--- config.mk ---
export PLATFORM = sky130hd
export DESIGN_NAME = uart_tx
export DESIGN_NICKNAME = d
export VERILOG_FILES = /design/src/rtl/uart_tx.sv
export SDC_FILE = /design/constraint.sdc
export NUM_CORES = 1
export LEC_CHECK = 0
export ABC_AREA = 1
export CAP_MARGIN = 10
export CORE_MARGIN = 2
export CORE_UTILIZATION = 59
export CTS_CLUSTER_SIZE = 25
export DETAILED_ROUTE_END_ITERATION = 8
export PLACE_DENSITY = 0.79
export SYNTH_ARGS = -nofsm -noshare
export SYNTH_HDL_FRONTEND = slang
export SYNTH_SLANG_ARGS = --single-unit
export TNS_END_PERCENT = 1
--- constraint.sdc ---
create_clock -name clk -period 4.3 [get_ports clk]
set_clock_uncertainty 0.05 [all_clocks]
set_input_delay 0.43 -clock clk [delete_from_list [all_inputs] [get_ports clk]]
set_output_delay 0.43 -clock clk [all_outputs]
set_load 0.02 [all_outputs]
--- src/rtl/uart_tx.sv ---
// ============================================================================
// Module   : uart_tx
// Purpose  : 8N1 serial transmitter with a configurable stop-bit count and a
//            one-cycle done pulse.
// Revision : 1.0 - initial release
// ============================================================================
`default_nettype none

module uart_tx #(
  parameter int CLKS_PER_BIT = 868,
  parameter int STOP_BITS    = 1
) (
  input  logic       clk,
  input  logic       i_reset,
  input  logic       i_start_uart,
  input  logic [7:0] i_uart_data,
  output logic       o_tx,
  output logic       o_busy,
  output logic       o_done
);

  localparam int                 c_CNT_W     = (CLKS_PER_BIT > 1) ? $clog2(CLKS_PER_BIT) : 1;
  localparam logic [c_CNT_W-1:0] c_CNT_MAX   = c_CNT_W'(CLKS_PER_BIT - 1);
  localparam logic [2:0]         c_LAST_DATA = 3'd7;
  localparam logic [2:0]         c_LAST_STOP = 3'(STOP_BITS - 1);

  typedef enum logic [1:0] {
    S_IDLE  = 2'd0,
    S_START = 2'd1,
    S_DATA  = 2'd2,
    S_STOP  = 2'd3
  } state_t;

  state_t             r_state, w_state_nxt;
  logic [c_CNT_W-1:0] r_cnt, w_cnt_nxt;
  logic [2:0]         r_idx, w_idx_nxt;
  logic [7:0]         r_shift, w_shift_nxt;
  logic               r_fin;
  logic               w_fin;
  logic               w_tx;
  logic               w_bit_end;

  assign w_bit_end = (r_cnt == c_CNT_MAX);

  // Sequencer; r_idx counts data bits in DATA and stop bits in STOP.
  always_comb begin
    w_state_nxt = r_state;
    w_cnt_nxt   = r_cnt;
    w_idx_nxt   = r_idx;
    w_shift_nxt = r_shift;
    w_fin       = 1'b0;
    w_tx        = 1'b1;
    if (r_state != S_IDLE) begin
      w_cnt_nxt = w_bit_end ? '0 : r_cnt + 1'b1;
    end
    case (r_state)
      S_IDLE: begin
        w_cnt_nxt = '0;
        w_idx_nxt = '0;
        if (i_start_uart) begin
          w_shift_nxt = i_uart_data;
          w_state_nxt = S_START;
        end
      end
      S_START: begin
        w_tx = 1'b0;
        if (w_bit_end) begin
          w_idx_nxt   = '0;
          w_state_nxt = S_DATA;
        end
      end
      S_DATA: begin
        w_tx = r_shift[r_idx];
        if (w_bit_end) begin
          if (r_idx == c_LAST_DATA) begin
            w_idx_nxt   = '0;
            w_state_nxt = S_STOP;
          end else begin
            w_idx_nxt = r_idx + 1'b1;
          end
        end
      end
      S_STOP: begin
        w_tx = 1'b1;
        if (w_bit_end) begin
          if (r_idx == c_LAST_STOP) begin
            w_idx_nxt   = '0;
            w_fin       = 1'b1;
            w_state_nxt = S_IDLE;
          end else begin
            w_idx_nxt = r_idx + 1'b1;
          end
        end
      end
      default: begin
        w_state_nxt = S_IDLE;
      end
    endcase
  end

  always_ff @(posedge clk or posedge i_reset) begin
    if (i_reset) begin
      r_state <= S_IDLE;
      r_cnt   <= '0;
      r_idx   <= '0;
      r_shift <= '0;
      r_fin   <= 1'b0;
    end else begin
      r_state <= w_state_nxt;
      r_cnt   <= w_cnt_nxt;
      r_idx   <= w_idx_nxt;
      r_shift <= w_shift_nxt;
      r_fin   <= w_fin;
    end
  end

  // Outputs trail the sequencer by one edge so every port is a flop.
  always_ff @(posedge clk or posedge i_reset) begin
    if (i_reset) begin
      o_tx   <= 1'b1;
      o_busy <= 1'b0;
      o_done <= 1'b0;
    end else begin
      o_tx   <= w_tx;
      o_busy <= (r_state != S_IDLE);
      o_done <= r_fin;
    end
  end

endmodule

`default_nettype wire

== Word level (Yosys, flattened, before mapping) ==
Cells that the tools add are included.

* $add $sub $neg: 2
* Div/mod/pow operators: 0
* Multiplexer cells: 22
* Shifts and indexed selects: 0
* Magnitude comparators: 1
* $mul: 0
* Reduce and logical (&&, ||, !) cells: 7
* Eq/ne operators: 11
* Bitwise gates (word level): 0

{| class="wikitable"
|+ Operators by type and width
! cell !! count
|-
| $mux W10 || 3
|-
| $mux W3 || 5
|-
| $mux W2 || 6
|-
| $ne A2 B2 Y1 const B || 6
|-
| $pmux W3 S4 || 1
|-
| $add A10 B1 Y10 const B || 1
|-
| $eq A10 B10 Y1 const B || 1
|-
| $pmux W2 S4 || 1
|-
| $reduce_and A6 Y1 || 1
|-
| $eq A2 B2 Y1 const B || 2
|-
| $lt A3 B4 Y1 const B || 1
|-
| $mux W1 || 4
|-
| $reduce_bool A2 Y1 || 2
|-
| $add A3 B1 Y3 const B || 1
|-
| $bmux W1 S3 || 1
|-
| $eq A3 B3 Y1 const B || 1
|-
| $logic_not A3 Y1 || 1
|-
| $reduce_and A3 Y1 || 1
|-
| $eq A2 B1 Y1 const B || 1
|-
| $logic_not A2 Y1 || 1
|-
| $pmux W1 S2 || 1
|-
| $reduce_and A2 Y1 || 1
|}

* Memory bits (writable): 0
* Memories: 0
* Flip-flop bits (word level): 27
* Bits in read-only memories: 0
* Word-level logic and storage cells: 51
* Bits in latches: 0

== Longest topological paths before layout ==
* Depth after elaboration: 4
* Gate-level depth with buffers: 10
* Depth with buffers taken out: 9

== Least setup slack after synthesis ==
Ideal clock, no wire load.

* Path kind: register to register
* Start: register r_idx[0]
* End: register r_state[0]
* Library setup time: 0.117 ns
* Data arrival time: 1.272 ns
* Clock period less this slack: 1.438 ns
* Data required time: 4.133 ns
* Stages on the path, launching flop included: 11
* Slack: 2.862 ns
* Buffers on the path: 1
* Cells stage by stage: dfrtp_1 -> buf_2 -> inv_1 -> ha_1 -> nand2_1 -> nand2_1 -> o21ai_1 -> nor2_1 -> nand2_2 -> nand2_1 -> nand2_1

* Longest elaborated chain between the ends: 3

{| class="wikitable"
|+ Ends and longest elaborated chain
! what !! RTL line !! RTL
|-
| from (decl) || 36 || <nowiki>logic [2:0] r_idx, w_idx_nxt;</nowiki>
|-
| from (signal assigned) || 111 || <nowiki>r_idx <= w_idx_nxt;</nowiki>
|-
| $eq A3 B3 Y1 / $logic_not A3 Y1 (equally long branches) || 75, 86 ||
|-
| $ne A2 B2 Y1 (no line) || -- ||
|-
| $reduce_and A6 Y1 (no line) * || -- ||
|-
| to (signal assigned) || 109 || <nowiki>r_state <= w_state_nxt;</nowiki>
|-
| to (decl) || 34 || <nowiki>state_t r_state, w_state_nxt;</nowiki>
|}

Mark *: on every way between the ends. The rest lies on a longest branch, timed or not.
A chain may end at the register's enable or synchronous reset.

== Worst setup path after layout ==
* Start: register o_tx
* End: output o_tx

{| class="wikitable"
|+ RTL lines
! what !! RTL line !! RTL
|-
| from (decl) || 17 || <nowiki>output logic o_tx,</nowiki>
|-
| from (signal assigned) || 124 || <nowiki>o_tx <= w_tx;</nowiki>
|}

No word-level cell between the ends.

==> summary.txt <==
Leakage -> 0.796 nW
Tmin final -> 1.93 ns
Distinct cells, synth -> 21
wire per inst -> 11.6 µm
Final setup viols -> 0
status -> complete, no violations
port buffer count -> 13
worst setup path class -> flop to primary output
synthesized net count -> 183
CP max-delay cell -> clkdlybuf4s50_1
Root Buffer -> clkbuf_4
postcts setup bufs -> 0
antenna viol nets, final -> 0
vias per cell -> 5.09
critical path peak fanout -> 1
Warnings, synthesis -> 0
fin nets -> 199
max incr delay on CP -> 0.59 ns
Pre-Repair DR Iteration Count -> 4
Peak VDD IR -> 0.000381 V
final hold vios -> 0
Synth Area per Inst -> 8.49 µm²
nature of the critical path startpoint -> flop
Tcrit/Tclk final -> 0.448
power per cell area -> 555 nW/µm²
Tightest Pin Transition -> 0.958 ns
# DRC -> 0
Overflow after GRT -> 0
DRT iter0 DRCs -> 25
Sink Count -> 27
number of global-route vias before repair -> 995
fin. max-slew vios -> 0
slew margin rel. -> 0.361
final WL -> 2380 µm
Synth Cell Area -> 1380 µm²
share of cells above drive strength 1 -> 0.0787
Total GRT Usage -> 0.197
H-tree depth -> 1
Die ar. -> 2750 µm²
sequential area share after synthesis -> 0.489
ANT cells -> 0
Detail Placement HPWL -> 1890 µm
Die Y -> 52.4 µm
filler instances -> 167
# hold bufs at CTS -> 0
Post-Synthesis Cells -> 163
initial antenna violation count -> 0
crit path buf inv count -> 1
CTS buffer count -> 3
FP Rows -> 17
DIE WIDTH -> 52.4 µm
gpl congestion -> 0.876
max-cap violations -> 0
CTS tree -> done
setup TNS -> 0 ns
Syn-to-layout area delta -> 13.1%
CP top delay family -> buffers and inverters
Vias -> 1049
Worst Setup End Kind -> primary output
WP data arrival -> 1.45 ns
most frequent cells in the layout -> 31 x nand2_1, 27 x nor2_1, 26 x dfrtp_1
Core Box Area -> 2210 µm²
clock latency on the worst-skew pair -> 0.32 ns
CTS Buffer Depth -> 2
CTS resizes -> 0
Initial Util -> 0.626
FMAX -> 0.519 GHz
crit-path cells -> clkdlybuf4s50_1
Hold Crit Class -> flop to flop
pin count of the biggest net entering global routing -> 28
WP data required -> 3.82 ns
Worst-path clk slew -> 0.13 ns
RSZ-0062 raised after global routing -> false
Top Ports -> 14
commonest non-fill, non-tap cell in the layout -> nand2_1
first-pass GRT wire length -> 3960 µm
Power, Total -> 869 µW
Synth Register Bits -> 27
cells in the mapped netlist:
cell	n	area share
a21oi_1	6	0.022
ha_1	9	0.081
xnor2_1	1	0.0063
o21ai_1	2	0.0072
xor2_1	3	0.019
mux2_2	3	0.024
dfrtp_1	26	0.47
nor2_1	27	0.073
nand2_1	31	0.084
buf_2	2	0.0072
nand2_2	2	0.0090
nand3_4	1	0.013
inv_1	24	0.065
nand4_1	1	0.0045
a31oi_1	1	0.0045
nand3_1	16	0.058
nor2_2	2	0.0090
dfstp_2	1	0.019
nand2_4	1	0.0081
nor3_1	3	0.011
or2_2	1	0.0045
per-layer routing:
| metal | global-route usage | part of all wire | wire [µm] | vias up |
|---|---|---|---|---|
| met1 | 0.240 | 0.43 | 1030 | 503 |
| met4 | 0.0769 | 0.0059 | 14 | 0 |
| li1 | - | - | - | 535 |
| met5 | 0 | 0 | 0 | - |
| met3 | 0.0171 | 0.015 | 36 | 2 |
| met2 | 0.358 | 0.55 | 1310 | 9 |
cell type report:
class | instances | area (µm²) | area share
sequential | 27 | 677 | 0.432
multi-input combinational | 110 | 607 | 0.388
timing repair buffer | 13 | 130 | 0.0831
inverter | 24 | 90.1 | 0.0576
tap | 28 | 35.0 | 0.0224
clock buffer | 4 | 26.3 | 0.0168
where the power goes:
group          total [mW]  internal [mW]  switching (mW)
sequential          0.384          0.334          0.0499
combinational       0.379          0.150           0.229
clock               0.106         0.0363          0.0699
through the flow:
step                instance area [µm²]   util  std cells  hold slack [ns]  setup WS (ns)
floorplan                          1380      -        163            0.281           2.86
global placement                   1540  0.696        202            0.284           2.55
detailed placement                 1540  0.696        202            0.285           2.53
CTS                                1570  0.708        206            0.315           2.37
global route                       1570  0.708        206            0.339           2.32
finish                             1570  0.708        206            0.314           2.37
flip-flops by register name (all words and copies together), names as in the netlist:
name and flops:
o_busy 1, o_done 1, o_tx 1, r_cnt 10, r_fin 1, r_idx 3, r_shift 8, r_state 2
logic make-up (layout without fill, tap and decap cells):
| group | Yosys count | count (layout) | share of synthesized area |
|---|---|---|---|
| xor+xnor | 4 | 4 | 0.0253 |
| simple gates | 85 | 85 | 0.274 |
| flops | 27 | 27 | 0.489 |
| compound gates | 9 | 9 | 0.0335 |
| fa+ha+maj | 9 | 9 | 0.0814 |
| buf+inv | 26 | 41 | 0.0723 |
| mux | 3 | 3 | 0.0244 |
final timing paths:
path / from / endpoint / slack, ns / depth (start not counted)
setup / recovery: o_tx / o_tx / 2.37 / 1
hold / removal: r_fin / o_done / 0.31 / 0
setup reg to reg: r_idx[0] / r_state[0] / 2.63 / 9
hold reg to reg: r_fin / o_done / 0.31 / 0
max in group asynchronous: i_reset / r_shift[3] / 3.06 / 2
min in group asynchronous: i_reset / r_cnt[0] / 0.56 / 2
(Power assumes the default switching activity.)
